## config.mk

```make
export PLATFORM = sky130hd
export DESIGN_NAME = axis_frame_sink_flat
export DESIGN_NICKNAME = d
export VERILOG_FILES = /design/src/rtl/conware_pkg.sv /design/src/rtl/axis_frame_sink_if.sv /design/src/rtl/ready_throttle.sv /design/src/rtl/axis_frame_sink.sv /design/src/flat_wrapper.sv
export SDC_FILE = /design/constraint.sdc
export NUM_CORES = 1
export LEC_CHECK = 0
export ABC_CLOCK_PERIOD_IN_PS = 2400
export BUFFER_PORTS_ARGS = -buffer_cell sky130_fd_sc_hd__buf_2
export CAP_MARGIN = 0
export CORE_MARGIN = 4
export CORE_UTILIZATION = 53
export CTS_BUF_LIST = sky130_fd_sc_hd__clkbuf_4
export CTS_CLUSTER_DIAMETER = 60
export CTS_CLUSTER_SIZE = 14
export DETAILED_ROUTE_END_ITERATION = 10
export PLACE_DENSITY = 0.83
export SYNTH_ARGS = -nofsm -noshare
export SYNTH_HDL_FRONTEND = slang
export SYNTH_SLANG_ARGS = --single-unit
```

## constraint.sdc

```tcl
create_clock -name ACLK -period 2.4 [get_ports ACLK]
set_clock_uncertainty 0.2 [all_clocks]
set_input_delay 0.12 -clock ACLK [delete_from_list [all_inputs] [get_ports ACLK]]
set_output_delay 0.12 -clock ACLK [all_outputs]
set_load 0.005 [all_outputs]
```

## src/rtl/conware_pkg.sv

```systemverilog
// ----------------------------------------------------------------------------
// conware_pkg
// Shared definitions for the conware stream blocks. It holds the frame sink
// state encoding, the bit positions inside the sink's sticky err vector, and
// the default colour words. The stream converters use the same colour words
// so that both ends of the loop decode cells in the same way.
// Ports: none (package).
// ----------------------------------------------------------------------------
package conware_pkg;

  typedef enum logic [1:0] {
    RECV  = 2'd0,
    DRAIN = 2'd1,
    HOLD  = 2'd2
  } sink_state_e;

  // err vector layout: {keep_err, color_err, missing_last, early_last}
  localparam int ERR_EARLY_LAST   = 0;
  localparam int ERR_MISSING_LAST = 1;
  localparam int ERR_COLOR        = 2;
  localparam int ERR_KEEP         = 3;

  localparam logic [31:0] COLOR_ALIVE = 32'hFFFF_FFFF;
  localparam logic [31:0] COLOR_DEAD  = 32'h0000_0000;

endpackage

```

## src/rtl/axis_frame_sink_if.sv

```systemverilog
// ----------------------------------------------------------------------------
// axis_frame_sink_if
// Bundles the AXI4-Stream beat signals that flow into the frame sink.
// Signals: TVALID, TREADY, TDATA[DWIDTH], TLAST, TKEEP[4], TSTRB[4].
// Modports: master drives the beat and receives TREADY; slave is the mirror.
// ----------------------------------------------------------------------------
interface axis_frame_sink_if #(
  parameter int DWIDTH = 32
) ();
  logic              TVALID;
  logic              TREADY;
  logic [DWIDTH-1:0] TDATA;
  logic              TLAST;
  logic [3:0]        TKEEP;
  logic [3:0]        TSTRB;

  modport master (output TVALID, TDATA, TLAST, TKEEP, TSTRB, input TREADY);
  modport slave  (input TVALID, TDATA, TLAST, TKEEP, TSTRB, output TREADY);
endinterface

```

## src/rtl/ready_throttle.sv

```systemverilog
// ----------------------------------------------------------------------------
// ready_throttle
// A free-running 3-bit counter walks an 8-bit pattern mask, and the selected
// bit becomes the gate. Stream sinks use it for TREADY and stream sources use
// it for TVALID throttling. A pattern of 8'hFF keeps the gate always open.
// Ports:
//   i_clk, i_rst_n : clock, asynchronous active-low reset
//   i_pattern[8]   : throttle mask
//   o_gate         : i_pattern[tc]
// ----------------------------------------------------------------------------
module ready_throttle (
  input  logic       i_clk,
  input  logic       i_rst_n,
  input  logic [7:0] i_pattern,
  output logic       o_gate
);
  logic [2:0] r_tc;

  always_ff @(posedge i_clk or negedge i_rst_n) begin
    if (!i_rst_n) r_tc <= 3'd0;
    else          r_tc <= r_tc + 3'd1;
  end

  assign o_gate = i_pattern[r_tc];
endmodule

```

## src/rtl/axis_frame_sink.sv

```systemverilog
// ----------------------------------------------------------------------------
// axis_frame_sink
// AXI4-Stream slave that rebuilds each frame of colour words into a WIDTH-bit
// cell vector. It flags framing and colour errors, counts beats and frames,
// and throttles TREADY with a programmable pattern.
// Ports:
//   ACLK, ARESETN   : clock, asynchronous active-low reset
//   S_AXIS          : stream slave (TVALID/TREADY/TDATA/TLAST/TKEEP/TSTRB)
//   ready_pattern   : TREADY throttle mask (8'hFF = always ready)
//   out_data        : decoded frame, beat k at bit k
//   out_valid/ready : frame hand-off
//   err, err_clear  : sticky {keep_err, color_err, missing_last, early_last}
//   num_beats       : accepted beats, drained ones included
//   num_frames      : frames handed off
// ----------------------------------------------------------------------------
module axis_frame_sink
  import conware_pkg::*;
#(
  parameter int                DWIDTH = 32,
  parameter int                WIDTH  = 8,
  parameter logic [DWIDTH-1:0] ALIVE  = DWIDTH'(COLOR_ALIVE),
  parameter logic [DWIDTH-1:0] DEAD   = DWIDTH'(COLOR_DEAD)
) (
  input  logic              ACLK,
  input  logic              ARESETN,
  axis_frame_sink_if.slave  S_AXIS,
  input  logic [7:0]        ready_pattern,
  output logic [WIDTH-1:0]  out_data,
  output logic              out_valid,
  input  logic              out_ready,
  output logic [3:0]        err,
  input  logic              err_clear,
  output logic [31:0]       num_beats,
  output logic [31:0]       num_frames
);
  localparam int            CW        = (WIDTH > 1) ? $clog2(WIDTH) : 1;
  localparam logic [CW-1:0] LAST_CELL = CW'(WIDTH - 1);

  sink_state_e      r_state, w_state_nxt;
  logic [CW-1:0]    r_cell_ctr;
  logic [WIDTH-1:0] r_out_data;
  logic [3:0]       r_err, w_err_set;
  logic [31:0]      r_num_beats, r_num_frames;
  logic             w_gate, w_tready, w_accept, w_at_last, w_frame_done;

  ready_throttle u_throttle (
    .i_clk     (ACLK),
    .i_rst_n   (ARESETN),
    .i_pattern (ready_pattern),
    .o_gate    (w_gate)
  );

  // Reset is used combinationally here so that TREADY drops as soon as reset
  // asserts, without waiting for the next clock edge.
  assign w_tready      = ARESETN & w_gate & (r_state != HOLD);
  assign S_AXIS.TREADY = w_tready;
  assign w_accept      = S_AXIS.TVALID & w_tready;
  assign w_at_last     = (r_cell_ctr == LAST_CELL);

  always_ff @(posedge ACLK or negedge ARESETN) begin
    if (!ARESETN) r_state <= RECV;
    else          r_state <= w_state_nxt;
  end

  always_comb begin
    w_state_nxt  = r_state;
    w_err_set    = '0;
    w_frame_done = 1'b0;
    case (r_state)
      RECV: if (w_accept) begin
        if ((S_AXIS.TDATA != ALIVE) && (S_AXIS.TDATA != DEAD))
          w_err_set[ERR_COLOR] = 1'b1;
        if ((S_AXIS.TKEEP != 4'hF) || (S_AXIS.TSTRB != 4'hF))
          w_err_set[ERR_KEEP] = 1'b1;
        if (S_AXIS.TLAST) begin
          w_err_set[ERR_EARLY_LAST] = !w_at_last;
          w_state_nxt               = HOLD;
        end else if (w_at_last) begin
          w_err_set[ERR_MISSING_LAST] = 1'b1;
          w_state_nxt                 = DRAIN;
        end
      end
      DRAIN: if (w_accept && S_AXIS.TLAST) w_state_nxt = HOLD;
      HOLD: if (out_ready) begin
        w_frame_done = 1'b1;
        w_state_nxt  = RECV;
      end
      default: w_state_nxt = RECV;
    endcase
  end

  always_ff @(posedge ACLK or negedge ARESETN) begin
    if (!ARESETN) begin
      r_cell_ctr   <= '0;
      r_out_data   <= '0;
      r_err        <= '0;
      r_num_beats  <= '0;
      r_num_frames <= '0;
    end else begin
      if (w_accept) r_num_beats <= r_num_beats + 32'd1;
      if (w_frame_done) begin
        r_num_frames <= r_num_frames + 32'd1;
        r_out_data   <= '0;
        r_cell_ctr   <= '0;
      end else if ((r_state == RECV) && w_accept) begin
        // Any word that is not ALIVE, including bad colours, stores as 0.
        r_out_data[r_cell_ctr] <= (S_AXIS.TDATA == ALIVE);
        if (!S_AXIS.TLAST && !w_at_last) r_cell_ctr <= r_cell_ctr + 1'b1;
      end
      // A new event wins over a clear arriving in the same cycle.
      r_err <= (err_clear ? 4'h0 : r_err) | w_err_set;
    end
  end

  assign out_data   = r_out_data;
  assign out_valid  = (r_state == HOLD);
  assign err        = r_err;
  assign num_beats  = r_num_beats;
  assign num_frames = r_num_frames;
endmodule
```

## src/flat_wrapper.sv

```systemverilog
// flat-port wrapper written by rule: the top's interface ports become plain ports
module axis_frame_sink_flat import conware_pkg::*;
#(
  parameter int                DWIDTH = 32,
  parameter int                WIDTH  = 8,
  parameter logic [DWIDTH-1:0] ALIVE  = DWIDTH'(COLOR_ALIVE),
  parameter logic [DWIDTH-1:0] DEAD   = DWIDTH'(COLOR_DEAD)
)
  (ACLK, ARESETN, ready_pattern, out_data, out_valid, out_ready, err, err_clear, num_beats, num_frames, S_AXIS_TVALID, S_AXIS_TDATA, S_AXIS_TLAST, S_AXIS_TKEEP, S_AXIS_TSTRB, S_AXIS_TREADY);
  axis_frame_sink_if #(.DWIDTH(DWIDTH)) S_AXIS_i ();
  input  logic ACLK;
  input  logic ARESETN;
  input  logic [7:0] ready_pattern;
  output logic [WIDTH-1:0] out_data;
  output logic out_valid;
  input  logic out_ready;
  output logic [3:0] err;
  input  logic err_clear;
  output logic [31:0] num_beats;
  output logic [31:0] num_frames;
  input wire logic [$bits(S_AXIS_i.TVALID)-1:0] S_AXIS_TVALID;
  input wire logic [$bits(S_AXIS_i.TDATA)-1:0] S_AXIS_TDATA;
  input wire logic [$bits(S_AXIS_i.TLAST)-1:0] S_AXIS_TLAST;
  input wire logic [$bits(S_AXIS_i.TKEEP)-1:0] S_AXIS_TKEEP;
  input wire logic [$bits(S_AXIS_i.TSTRB)-1:0] S_AXIS_TSTRB;
  output wire logic [$bits(S_AXIS_i.TREADY)-1:0] S_AXIS_TREADY;
  assign S_AXIS_i.TVALID = S_AXIS_TVALID;
  assign S_AXIS_i.TDATA = S_AXIS_TDATA;
  assign S_AXIS_i.TLAST = S_AXIS_TLAST;
  assign S_AXIS_i.TKEEP = S_AXIS_TKEEP;
  assign S_AXIS_i.TSTRB = S_AXIS_TSTRB;
  assign S_AXIS_TREADY = S_AXIS_i.TREADY;
  axis_frame_sink #(.DWIDTH(DWIDTH), .WIDTH(WIDTH), .ALIVE(ALIVE), .DEAD(DEAD)) u_core (.ACLK(ACLK), .ARESETN(ARESETN), .S_AXIS(S_AXIS_i), .ready_pattern(ready_pattern), .out_data(out_data), .out_valid(out_valid), .out_ready(out_ready), .err(err), .err_clear(err_clear), .num_beats(num_beats), .num_frames(num_frames));
endmodule
```

After elaboration in Yosys (flattened, before gate mapping)
Cells that the tools add are included.
{ "totals": {"regBits": 84, "in_bits": 54, "out_inout_bits": 78, "elab_cells": 70} }
{ "classes": {"addsub": 4, "order_cmp": 3, "n_eq_ne": 12, "mux": 26, "n_bitwise": 4, "n_reduce_logical": 14} }
{ "op_table": {"columns": ["op", "n"], "rows": [
  ["adder 32 x 1 -> 32 bit, second input constant", 2],
  ["== test 32 bit, second input constant", 1],
  ["!= test 32 bit, second input constant", 1],
  ["nonzero test 32 bit", 1],
  ["2-to-1 mux 8 bit", 2],
  ["2-to-1 mux 4 bit", 3],
  ["2-to-1 mux 2 bit", 5],
  ["2-to-1 mux 1 bit", 9],
  ["2-to-1 mux 3 bit", 3],
  ["bitwise mux 8 bit", 1],
  ["< comparator 3 x 4 -> 1 bit, second input constant", 2],
  ["!= test 4 bit, second input constant", 2],
  ["adder 3 x 1 -> 3 bit, second input constant", 2],
  ["!= test 2 x 1 -> 1 bit, second input constant", 3],
  ["case mux 2 bit (3 select lines)", 1],
  ["logical AND 1 bit", 5],
  ["bitwise OR 4 bit", 1],
  ["AND reduction 4 bit", 1],
  ["nonzero test 2 bit", 2],
  ["AND 1 bit", 3],
  ["binary-select mux 1 bit (select 3 bit)", 1],
  ["demux 1 bit (select 3 bit)", 1],
  ["== test 3 bit, second input constant", 1],
  [">= comparator 3 x 1 -> 1 bit, second input constant", 1],
  ["8 further kinds", 9]
]} }

Logic depth before layout (Yosys ltp)
{ "depth": {"word_depth": 8, "depth_mapped": 7, "mapped_depth_nobuf": 6} }

By module
A second synthesis with hierarchy kept.
{ "unflattened": {"hier_cells": 358, "area_unflattened_um2": 4033.9} }
{ "by_module_without_submodules": {"columns": ["module", "instances", "cells_per_inst", "area_each_um2", "seq_area_each_um2"], "rows": [
  ["axis_frame_sink", 1, 349, 3870.0, 2026.9],
  ["ready_throttle", 1, 9, 163.9, 75.1]
]} }

Least setup slack after synthesis
Ideal clock, no wire load.
{ "synth_timing": {"kind": "reg2reg", "from": "register u_core.u_throttle.r_tc[1]", "to": "register u_core.r_cell_ctr[0]", "setup_ns": 0.129, "arrival_time_ns": 1.732, "required_ns": 2.071, "path_slack_ns": 0.339, "path_stages_with_launch": 8, "n_path_buf": 2, "period_less_slack_ns": 2.061, "path_cell_list": "dfrtp_1 -> mux2_4 -> o2111a_2 -> and3_4 -> buf_6 -> and4_4 -> buf_6 -> mux2i_1"} }
{ "synth_via": {"elab_chain_len": 8} }
{ "synth_lines": {"columns": ["item", "line_no", "text"], "rows": [
  ["start, declared", "ready_throttle.sv:17", "logic [2:0] r_tc;"],
  ["start signal, assigned", "ready_throttle.sv:21", "else r_tc <= r_tc + 3'd1;"],
  ["binary-select mux 1 bit (select 3 bit)", "ready_throttle.sv:24", "assign o_gate = i_pattern[r_tc];"],
  ["2-to-1 mux 1 bit (not written as such)", "ready_throttle.sv:24", null],
  ["AND 1 bit (2 in series)", "axis_frame_sink.sv:55", "assign w_tready = ARESETN & w_gate & (r_state != HOLD);"],
  ["AND 1 bit", "axis_frame_sink.sv:57", "assign w_accept = S_AXIS.TVALID & w_tready;"],
  ["logical AND 1 bit", "axis_frame_sink.sv:105", "end else if ((r_state == RECV) && w_accept) begin"],
  ["nonzero test 2 bit (no source line)", null, null],
  ["AND reduction 2 bit (no source line)", null, null],
  ["end signal, assigned", "axis_frame_sink.sv:108", "if (!S_AXIS.TLAST && !w_at_last) r_cell_ctr <= r_cell_ctr + 1'b1;"],
  ["end, declared", "axis_frame_sink.sv:40", "logic [CW-1:0] r_cell_ctr;"]
]} }
No other way between the ends. The select of a mux whose other input is x is not followed.
A chain may end at the register's enable or synchronous reset.

Worst setup path in the final report
{ "layout_timing": {"from": "register u_core.r_num_beats[10] (netlist: u_core.num_beats[10])", "to": "register u_core.r_num_beats[31] (netlist: u_core.num_beats[31])"} }
{ "layout_via": {"elab_chain_len": 1} }
{ "layout_lines": {"columns": ["item", "line_no", "text"], "rows": [
  ["start, declared", "axis_frame_sink.sv:43", "logic [31:0] r_num_beats, r_num_frames;"],
  ["start signal, assigned", "axis_frame_sink.sv:100", "if (w_accept) r_num_beats <= r_num_beats + 32'd1;"],
  ["adder 32 x 1 -> 32 bit", "axis_frame_sink.sv:100", null]
]} }
No other way between the ends.

==> qor.txt <==
Clock tree buffer depth: 2
CTS root buffer: clkbuf_4
Area grow syn2layout: 26.50%
Clock latency on the worst-skew pair: 430 ps
Max rail drop VDD: 432.4 uV
Avg Vias per Cell: 5.611
Total Power: 2.927 mW
Post-layout min period: 2296 ps
CP Launch Type: flop
Critical path launch point: u_core.num_beats[10]$_DFFE_PN0N_
First-pass detailed-route iteration total: 4
Crit path arrival time: 2450 ps
Site Rows: 31
Top_reg_cell synth: dfrtp_1
Worst reg2reg endpoint: u_core.num_beats[31]$_DFFE_PN0N_
Clock transition at the registers of the reported paths: 130 ps
Final hold viol count: 0
Dpl cells: 623
Mux cell area share after synthesis: 3.056%
Fmax achieved: 0.4355 GHz
Reg power frac: 55.3%
Pins Over Slew Limit: 0
WL per Instance: 16.45 um
Routed via count: 3653
Total of max-cap violations: 0
Library cells used by synthesis: 41
Clock network power share: 31.5%
ANT nets after route: 0
Switching Share: 27.73%
Critical path required time: 2550 ps
Synth Area in XOR/XNOR: 13.48%
Status: complete, no violations
Min-delay worst type: primary input to flop
Period utilization: 95.68%
Grt ovf: 0
RSZ-0062 raised after global routing: false
H-Tree Depth: 3
DRC Markers: 0
Sequential area share after synthesis: 51.34%
Post-synth ARST share: 100.0%
Initial Util: 55.55%
Synth warnings: 0
DIE AREA: 9195 sq um
CTS buffer count: 9
CTS tree: built
Post-CTS Setup Inserts: 0
Die width: 95.89 um
Post-DP HPWL: 7781 um
FF-to-FF setup slack: 100 ps
Share of cells above drive strength 1: 29.71%
Mapped Area: 4094 sq um
P_sw: 811.6 uW
Crit. End Element: flop
Hold Path Sink: u_core.err[2]$_DFF_PN0_
Number of synthesized flops with an enable pin: 0
Worst R2R Start: u_core.num_beats[10]$_DFFE_PN0N_
GRT Resource Usage Total: 24.74%
Compound-Gate Fraction of Synth Area: 3.729%
Slew HR: 30.62%
Final wirelength: 10710 um
Ant. Diodes: 0
Fin Hold WS: 6.953 ps
Leakage: 2.638 nW
Net Count, Synth: 450
Largest family of logic cells by synthesized area: simple AND/OR/NAND/NOR gates
Syn Area/Cell: 10.47 sq um
Place WS: 84.13 ps
Slew @ Worst Pin: 1041 ps
Cell-internal power: 2.115 mW
Port buffer count: 131
Comb pwr share: 13.2%
Core ar.: 7370 sq um
Syn Inst Count: 391
Simple-gate area share of the yosys netlist: 24.63%
Non-Filler Instances: 651
Pwr dens: 565.2 nW/um^2
Ports: 132
Largest net degree at the start of global routing: 85
RD Place Congestion: 0.8268
Number of global-route vias before repair: 3662
Final net count: 606
Critical path class: flop to flop
First-pass GRT wire length: 17660 um
Final setup margin: 103.6 ps
Post-synthesis register bit count: 84
Initial antenna violation count: 0
DIE HEIGHT: 95.89 um
# clock sinks: 84
Worst-case reg-to-reg path depth: 5
Hold Path Depth: 5
Adder-Cell Fraction of Synth Area: 1.528%
HP Start: S_AXIS_TDATA[3]
Drt initial violations: 170
Total negative slack: 0 ps
Setup Viol. Count Final: 0
Largest fanout on the critical path: 7
[worst max-delay path, stage by stage, from the launching register on]
cell     delay (ps)
dfrtp_1         470
nand4_1         200
nor4_2          400
nand4_1         380
nor4_1          390
xor2_1          190
[worst max-delay path by stage]
stage,end,depth (start not counted)
2_1_floorplan,u_core.r_cell_ctr[0]$_DFFE_PN0P_,7
3_3_place_gp,u_core.num_beats[5]$_DFFE_PN0N_,6
3_5_place_dp,u_core.num_beats[8]$_DFFE_PN0N_,6
4_1_cts,u_core.num_beats[8]$_DFFE_PN0N_,6
5_1_grt,u_core.num_beats[30]$_DFFE_PN0N_,5
6_report,u_core.num_beats[31]$_DFFE_PN0N_,5
[flip-flops by register name, indices dropped and copies added (netlist names)]
name,flops
u_core.r_state,2
u_core.err,4
u_core.u_throttle.r_tc,3
u_core.r_cell_ctr,3
u_core.num_beats,32
u_core.out_data,8
u_core.num_frames,32
[power groups by stage]
stage / clock [mW] / sequential, mW / combinational [mW]
after global placement: 0 / 1.63 / 0.365
after global routing: 0.994 / 1.64 / 0.442
after floorplan: 0 / 1.62 / 0.176
after detailed placement: 0 / 1.64 / 0.376
final: 0.922 / 1.62 / 0.388
after CTS: 0.930 / 1.62 / 0.388
[layer usage]
| layer | up-vias | GRT usage [%] | part of all wire, % |
|---|---|---|---|
| li1 | 1721 | - | - |
| met1 | 1745 | 31.72 | 41 |
| met2 | 152 | 41.11 | 50 |
| met3 | 35 | 4.848 | 6.2 |
| met4 | 0 | 10.07 | 3.0 |
| met5 | - | 0 | 0 |
[cell usage in the layout, fill, tap and decap left out, drive strengths merged, types with 2 or more instances in the layout]
| cell type | instances |
|---|---|
| buf | 138 |
| dfrtp | 84 |
| nand2 | 45 |
| nand4 | 38 |
| xnor2 | 37 |
| xor2 | 26 |
| nand3 | 25 |
| nor2 | 22 |
| nor3 | 19 |
| nor4 | 16 |
| inv | 14 |
| dlygate4sd3 | 12 |
| mux2i | 11 |
| clkbuf | 10 |
| and4 | 6 |
| and3 | 6 |
| a21oi | 5 |
| ha | 5 |
| or3 | 4 |
| o21ai | 3 |
| nor2b | 2 |
| a22o | 2 |
| a32o | 2 |
| nand3b | 2 |
| clkinvlp | 2 |
| bufinv | 2 |
| clkinv | 2 |
[area by class of cell]
class                           instances  area (sq um)
Tap cell                               99         123.9
Clock buffer                           10         75.07
Multi-Input combinational cell        288          1906
Clock inverter                          6         88.84
Inverter                               14         52.55
Timing Repair Buffer                  150         830.8
Fill cell                             553          2191
Sequential cell                        84          2102
[repair_timing]
item | CTS | global route
gates resized for setup | 0 | 1
endpoints found under the setup margin | 0 | 4
hold buffers | 12 | 0
hold endpoints to repair | 93 | 0
[per-stage QoR]
| stage | utilization (%) | cell area, sq um |
|---|---|---|
| detailed placement | 66.35 | 4890 |
| CTS | 70.20 | 5174 |
| floorplan | - | 4094 |
| global placement | 66.35 | 4890 |
| global route | 70.27 | 5179 |
| finish | 70.27 | 5179 |
[synth_stat cells, drive strengths merged (2+ instances only)]
cell type	number	area share (%)
clkbuf	2	0.21
nand3	25	3.1
or3	4	0.61
mux2i	11	2.7
and3	6	1.0
nand2	45	4.1
nand4	38	6.0
nor4	16	2.8
a21oi	5	0.61
o21ai	3	0.37
nor3	19	2.3
nand3b	2	0.37
xnor2	37	7.9
a22o	2	0.43
dfrtp	84	51
and4	6	1.3
nor2	22	2.0
xor2	26	5.6
inv	14	1.3
buf	3	0.73
ha	5	1.5
a32o	2	0.49
nor2b	2	0.31
[logic make-up (layout without fill, tap and decap cells)]
group	after synthesis	after routing
compound gates	19	19
xor+xnor	63	63
fa+ha+maj	5	5
buf+inv	19	180
flops	84	84
mux	12	12
simple gates	189	189
(Power assumes the default switching activity.)
